===== config.mk =====
export PLATFORM = sky130hd
export DESIGN_NAME = ldpc_layer_scheduler
export DESIGN_NICKNAME = d
export VERILOG_FILES = /design/src/rtl/ldpc_decoder_pkg.sv /design/src/rtl/ldpc_layer_scheduler_pkg.sv /design/src/rtl/ldpc_stage_watchdog.sv /design/src/rtl/ldpc_layer_scheduler.sv
export SDC_FILE = /design/constraint.sdc
export NUM_CORES = 1
export LEC_CHECK = 0
export CORE_MARGIN = 1.5
export CORE_UTILIZATION = 49
export DETAILED_ROUTE_END_ITERATION = 8
export PLACE_DENSITY = 0.8
export RECOVER_POWER = 25
export SLEW_MARGIN = 20
export SYNTH_ARGS = -nofsm -noshare
export SYNTH_HDL_FRONTEND = slang
export SYNTH_HIERARCHICAL = 1
export SYNTH_SLANG_ARGS = --single-unit

===== constraint.sdc =====
create_clock -name clk -period 3.5 [get_ports clk]
set_input_delay 0.7 -clock clk [delete_from_list [all_inputs] [get_ports clk]]
set_output_delay 0.7 -clock clk [all_outputs]
set_load 0.005 [all_outputs]

===== src/rtl/ldpc_decoder_pkg.sv =====
// Shared decoder-wide constants and the top-level decoder state encoding.
package ldpc_decoder_pkg;

    localparam int MAX_ITERATIONS = 15;
    localparam int BG1_MB         = 68;

    typedef enum logic [3:0] {
        IDLE          = 4'd0,
        LOAD_CONFIG   = 4'd1,
        INIT_MESSAGES = 4'd2,
        VN_UPDATE     = 4'd3,
        BARREL_SHIFT  = 4'd4,
        CN_UPDATE     = 4'd5,
        REVERSE_SHIFT = 4'd6,
        CHECK_PARITY  = 4'd7,
        HARD_DECISION = 4'd8,
        DONE          = 4'd9,
        ERROR         = 4'd10
    } decoder_state_t;

endpackage


===== src/rtl/ldpc_layer_scheduler_pkg.sv =====
// Scheduler-local types: latched run configuration, watchdog default, stage classification.
package ldpc_layer_scheduler_pkg;

    import ldpc_decoder_pkg::*;

    localparam int SCHED_TIMEOUT_CYC = 1023;
    localparam int SCHED_ITER_W      = $clog2(MAX_ITERATIONS + 1);

    typedef struct packed {
        logic [7:0]              mb;
        logic [SCHED_ITER_W-1:0] max_iter;
    } sched_cfg_t;

    // States that hand work to the datapath and wait for it to finish.
    function automatic logic is_stage_state(input decoder_state_t s);
        return s inside {INIT_MESSAGES, VN_UPDATE, BARREL_SHIFT, CN_UPDATE,
                         REVERSE_SHIFT, CHECK_PARITY, HARD_DECISION};
    endfunction

endpackage


===== src/rtl/ldpc_stage_watchdog.sv =====
// Residence-time counter for a single stage; expires on the TIMEOUT_CYC-th cycle spent in it.
module ldpc_stage_watchdog #(
    parameter int TIMEOUT_CYC = 1023,
    localparam int CNT_W      = $clog2(TIMEOUT_CYC + 1)
) (
    input  logic clk,
    input  logic rst,
    input  logic clear,
    input  logic enable,
    output logic expire
);

    logic [CNT_W-1:0] count_reg;

    // Count is 0 in the entry cycle, so a match on TIMEOUT_CYC-1 lands the exit exactly
    // TIMEOUT_CYC cycles after entry.
    assign expire = enable && (count_reg == CNT_W'(TIMEOUT_CYC - 1));

    always_ff @(posedge clk) begin
        if (rst || clear) begin
            count_reg <= '0;
        end else if (enable && !expire) begin
            count_reg <= count_reg + CNT_W'(1);
        end
    end

endmodule


===== src/rtl/ldpc_layer_scheduler.sv =====
// Layered min-sum decode sequencer: walks layers through the four datapath stages per
// iteration, checks parity after each pass, and reports convergence or failure.
module ldpc_layer_scheduler
    import ldpc_decoder_pkg::*;
    import ldpc_layer_scheduler_pkg::*;
#(
    parameter int MAX_ITER    = MAX_ITERATIONS,
    parameter int MB_MAX      = BG1_MB,
    parameter int ROW_W       = $clog2(MB_MAX),
    parameter int ITER_W      = SCHED_ITER_W,
    parameter int TIMEOUT_CYC = SCHED_TIMEOUT_CYC
) (
    input  logic              clk,
    input  logic              rst,
    input  logic              start,
    input  logic              abort,
    input  logic [7:0]        cfg_mb,
    input  logic [ITER_W-1:0] cfg_max_iter,
    output logic              stage_start,
    input  logic              stage_done,
    input  logic              parity_valid,
    input  logic              syndrome_zero,
    output logic [3:0]        state,
    output logic [ROW_W-1:0]  row_idx,
    output logic [ITER_W-1:0] iter_count,
    output logic              busy,
    output logic              done,
    output logic              success,
    output logic              error
);

    decoder_state_t    state_reg, state_next;
    sched_cfg_t        cfg_reg, cfg_next;
    logic [ROW_W-1:0]  row_reg, row_next;
    logic [ITER_W-1:0] iter_reg, iter_next;
    logic              conv_reg, conv_next;
    logic              stage_start_reg, done_reg, success_reg, error_reg, busy_reg;
    logic              advance, expire, cfg_bad, last_row, last_iter;

    ldpc_stage_watchdog #(
        .TIMEOUT_CYC (TIMEOUT_CYC)
    ) u_watchdog (
        .clk    (clk),
        .rst    (rst),
        .clear  (state_next != state_reg),
        .enable (is_stage_state(state_reg)),
        .expire (expire)
    );

    // The entry cycle (stage_start high) never completes a stage, even if done is already up.
    assign advance   = !stage_start_reg &&
                       ((state_reg == CHECK_PARITY) ? parity_valid : stage_done);
    assign cfg_bad   = (cfg_mb == 8'd0) || (int'(cfg_mb) > MB_MAX) ||
                       (cfg_max_iter == '0) || (int'(cfg_max_iter) > MAX_ITER);
    assign last_row  = (int'(row_reg) + 1) >= int'(cfg_reg.mb);
    assign last_iter = (iter_reg + ITER_W'(1)) == ITER_W'(cfg_reg.max_iter);

    always_comb begin
        state_next = state_reg;
        cfg_next   = cfg_reg;
        row_next   = row_reg;
        iter_next  = iter_reg;
        conv_next  = conv_reg;
        if (abort) begin
            state_next = IDLE;
        end else if (expire) begin
            state_next = ERROR;
        end else begin
            unique case (state_reg)
                IDLE: if (start) state_next = LOAD_CONFIG;
                LOAD_CONFIG: begin
                    cfg_next.mb       = cfg_mb;
                    cfg_next.max_iter = SCHED_ITER_W'(cfg_max_iter);
                    row_next          = '0;
                    iter_next         = '0;
                    conv_next         = 1'b0;
                    state_next        = cfg_bad ? ERROR : INIT_MESSAGES;
                end
                INIT_MESSAGES: if (advance) begin
                    row_next   = '0;
                    iter_next  = '0;
                    state_next = VN_UPDATE;
                end
                VN_UPDATE:     if (advance) state_next = BARREL_SHIFT;
                BARREL_SHIFT:  if (advance) state_next = CN_UPDATE;
                CN_UPDATE:     if (advance) state_next = REVERSE_SHIFT;
                REVERSE_SHIFT: if (advance) begin
                    if (last_row) begin
                        state_next = CHECK_PARITY;
                    end else begin
                        row_next   = row_reg + ROW_W'(1);
                        state_next = VN_UPDATE;
                    end
                end
                CHECK_PARITY: if (advance) begin
                    iter_next = iter_reg + ITER_W'(1);
                    conv_next = syndrome_zero;
                    if (syndrome_zero || last_iter) begin
                        state_next = HARD_DECISION;
                    end else begin
                        row_next   = '0;
                        state_next = VN_UPDATE;
                    end
                end
                HARD_DECISION: if (advance) state_next = DONE;
                DONE:          state_next = IDLE;
                ERROR:         state_next = ERROR;
                default:       state_next = IDLE;
            endcase
        end
    end

    always_ff @(posedge clk) begin
        if (rst) begin
            state_reg       <= IDLE;
            cfg_reg         <= '0;
            row_reg         <= '0;
            iter_reg        <= '0;
            conv_reg        <= 1'b0;
            stage_start_reg <= 1'b0;
            done_reg        <= 1'b0;
            success_reg     <= 1'b0;
            error_reg       <= 1'b0;
            busy_reg        <= 1'b0;
        end else begin
            state_reg       <= state_next;
            cfg_reg         <= cfg_next;
            row_reg         <= row_next;
            iter_reg        <= iter_next;
            conv_reg        <= conv_next;
            stage_start_reg <= (state_next != state_reg) && is_stage_state(state_next);
            done_reg        <= (state_next == DONE);
            error_reg       <= (state_next == ERROR);
            busy_reg        <= !(state_next inside {IDLE, DONE, ERROR});
            if (abort || state_reg == LOAD_CONFIG) begin
                success_reg <= 1'b0;
            end else if (state_next == DONE) begin
                success_reg <= conv_reg;
            end
        end
    end

    assign state       = state_reg;
    assign row_idx     = row_reg;
    assign iter_count  = iter_reg;
    assign stage_start = stage_start_reg;
    assign done        = done_reg;
    assign success     = success_reg;
    assign error       = error_reg;
    assign busy        = busy_reg;

endmodule


==> impl_metrics.yaml <==
worst_setup_path:
  r2r_slack_ns: 0.23
  r2r_end: "u_watchdog/count_reg[0]$_SDFFE_PP0P_"
  reg2reg_depth: 12
  crit_required_ns: 3.72
  cp_num_buf_inv: 0
  cpPeakStageDelay_ns: 0.56
  path_cells: "ha_1 > and3_2 > nand2_1 > nor3_2 > nor2_1 > and2_2 > a221oi_2 > o211ai_1 > or4b_4 > or2_1 > or3_1 > o211ai_2"
  timing.rr.start: "u_watchdog/count_reg[1]$_SDFFE_PP0P_"
  start_kind: "flip-flop"
  crit_slowest_cell: "or4b_4"
  worst-setup-path-type: "reg -> reg"
  crit_fanout: 5
  cp.arrival_ns: 3.49
  critPathCaptureType: "flip-flop"
  critPathTopFamily: "simple AND/OR/NAND/NOR gates"
place:
  gp_congestion: 0.910
  dpl.cell_count: 455
  dp_hpwl_mm: 4.90
  dp_slack_ns: -0.0273
  io_buffers: 38
cells_and_area:
  stdcell_count: 463
  syn2layout_area_growth_pct: 23.0
  multi_input_area_um2: 1730
  drive_above_1_share_pct: 11.3
  final_nets: 421
  n_antenna_cell: 0
  fillers: 486
  layout.area.seq_um2: 863
  largest_reg_flops: 12
global_route:
  grt_max_degree: 29
  gr-total-overflow: 0
  antenna_found_initial: 0
  grt_pass1_wl_mm: 10.9
  grt_pass1_vias: 2363
  gr-usage-all-layers_pct: 22.2
clock_tree:
  cts_tree: "built"
  cts_made_buffers: 5
  htree_levels: 2
  clock_latency_ns: 0.29
  clockRootBuffer: "clkbuf_8"
  clock_path_buffers: 2
  post-cts-setup-buffer-count: 0
  numClockSinks: 43
  clk_pin_slew_worst_paths_ns: 0.08
sta:
  fin_skew_ns: 0.00991
  hold_viol_final: 0
  fmax_mhz: 306
  setup_viol_count_final: 0
  fin_setup_tns_ns: 0
  slew_headroom_pct: 49.8
  worst_slack_ns: 0.229
  min_period_ns: 3.27
  finalCritPeriodShare_pct: 93.5
  whs_ns: 0.461
  final_max_slew_viol_count: 0
  grt_setup_unrepaired: "no"
  tightest_slew_ns: 0.747
yosys:
  ys_warn_count: 6
  synth_ff_type: "dfxtp_1"
  synthArstFlopShare_pct: 0
  avgSynthCellArea_um2: 7.97
  syn_nets: 374
  yosysMostFrequentCell: "nand2_1"
  yosysSeqAreaShare_pct: 31.5
  ys_seq_elements: 43
  synthTopCellsByArea: "dfxtp_1 (31%), nand2_1 (6.0%), ha_1 (5.5%)"
  synth_top_cell_area_share_pct: 31.5
  synth_edf_count: 0
  netlist_area_um2: 2740
  ys_types: 63
  synth_top_cell_by_area: "dfxtp_1"
  syn-instance-count: 343
  synthTopCellsByCount: "nand2_1 (44), dfxtp_1 (43), a21oi_1 (27)"
floorplanning:
  ios: 39
  coreArea_um2: 5440
  num_rows: 27
  start_util_pct: 50.3
  die_w_um: 77.7
  design.die.area_um2: 6040
  die_h_um: 77.7
hold_path:
  min-delay-start: "cfg_reg[9]$_SDFFE_PP0P_"
  holdPathStages: 2
  hp-class: "reg -> reg"
  worstHoldEndpoint: "cfg_reg[9]$_SDFFE_PP0P_"
routing:
  ant_nets: 0
  wl_per_cell_um: 14.2
  finalWirelength_mm: 6.59
  drcViolationCount: 0
  drtPass1Iterations: 4
  drtIter0Drc: 307
  vias: 2698
  viasPerCell: 5.83
pwr:
  max-vdd-ir-drop_mv: 0.231
  cellLeakagePower_nw: 1.31
  power_density_nw_per_um2: 299
  finalPower_mw: 1.01
status:
  status: "finished clean"
run:
  maxCapViolCount: 0
## where the power goes
| part | total (mW) | leakage, nW | switching (mW) | internal, mW |
|---|---|---|---|---|
| registers | 0.503 | 0.348 | 0.00588 | 0.497 |
| clock network | 0.347 | 0.0515 | 0.167 | 0.180 |
| logic | 0.157 | 0.906 | 0.0836 | 0.0735 |
| total | 1.01 | 1.31 | 0.256 | 0.751 |
## cell type report
cell class / count / area share, %
Sequential cell: 43 / 25.7
Inverter: 19 / 2.12
Clock buffer: 8 / 2.98
Tap cell: 72 / 2.68
Timing Repair Buffer: 55 / 15.1
Multi-Input combinational cell: 266 / 51.5
## layer usage
layer	vias up	routed length (µm)	GRT usage [%]
met2	73	3140	36.1
met3	12	331	4.00
met4	0	138	8.73
met5	-	0	0
li1	1349	-	-
met1	1264	2970	29.1
## cells by family (layout without fill, tap and decap cells)
| group | after synthesis | in the layout | share of synthesized area (%) |
|---|---|---|---|
| xor+xnor | 12 | 12 | 3.84 |
| simple gates | 149 | 149 | 29.0 |
| buf+inv | 34 | 82 | 6.31 |
| mux | 6 | 6 | 2.20 |
| compound gates | 87 | 87 | 21.6 |
| flops | 43 | 43 | 31.5 |
| fa+ha+maj | 12 | 12 | 5.49 |
## worst max-delay path by stage
stage	to	startpoint	depth (start not counted)
after floorplan	u_watchdog/count_reg[0]$_SDFFE_PP0P_	state[2]$_SDFF_PP0_	16
after global placement	u_watchdog/count_reg[0]$_SDFFE_PP0P_	cfg_mb[6]	10
after detailed placement	u_watchdog/count_reg[0]$_SDFFE_PP0P_	cfg_mb[6]	10
after CTS	u_watchdog/count_reg[0]$_SDFFE_PP0P_	row_idx[0]$_SDFFE_PP0P_	14
after global routing	u_watchdog/count_reg[6]$_SDFFE_PP0P_	u_watchdog/count_reg[0]$_SDFFE_PP0P_	13
final	u_watchdog/count_reg[0]$_SDFFE_PP0P_	u_watchdog/count_reg[1]$_SDFFE_PP0P_	12
## placed cells by master (no fill, tap or decap), types with 7 or more instances in the layout
cell | netlist | routed
nand3_1 | 11 | 11
a31oi_1 | 7 | 7
nand2_1 | 44 | 44
nor2_1 | 26 | 25
a21oi_1 | 27 | 27
clkdlybuf4s50_1 | 0 | 24
o21ai_0 | 14 | 13
nor3_1 | 14 | 12
ha_1 | 12 | 12
xnor2_1 | 8 | 8
clkbuf_8 | 1 | 7
inv_1 | 19 | 19
buf_4 | 2 | 17
dlygate4sd3_1 | 0 | 14
dfxtp_1 | 43 | 41
## worst min-delay path: cells and delay by family (launching register included)
family | cells | cell delay, ns
AOI/OAI and AO/OA | 1 | 0.05
DFF | 1 | 0.32
and+or+nand+nor | 1 | 0.05
## stage by stage
stage / cell area, µm² / utilization [%]
after floorplan: 2740 / -
after CTS: 3340 / 61.4
after global placement: 3240 / 59.6
after detailed placement: 3240 / 59.6
final: 3360 / 61.8
after global routing: 3360 / 61.8
## timing repair
| item | 4_1_cts | 5_1_grt |
|---|---|---|
| hold buffers | 0 | 0 |
| setup endpoints to repair | 0 | 10 |
| gates resized for setup | 0 | 8 |
| endpoints found under the hold margin | 0 | 0 |
No activity file was read; power rests on OpenSTA's default activity.
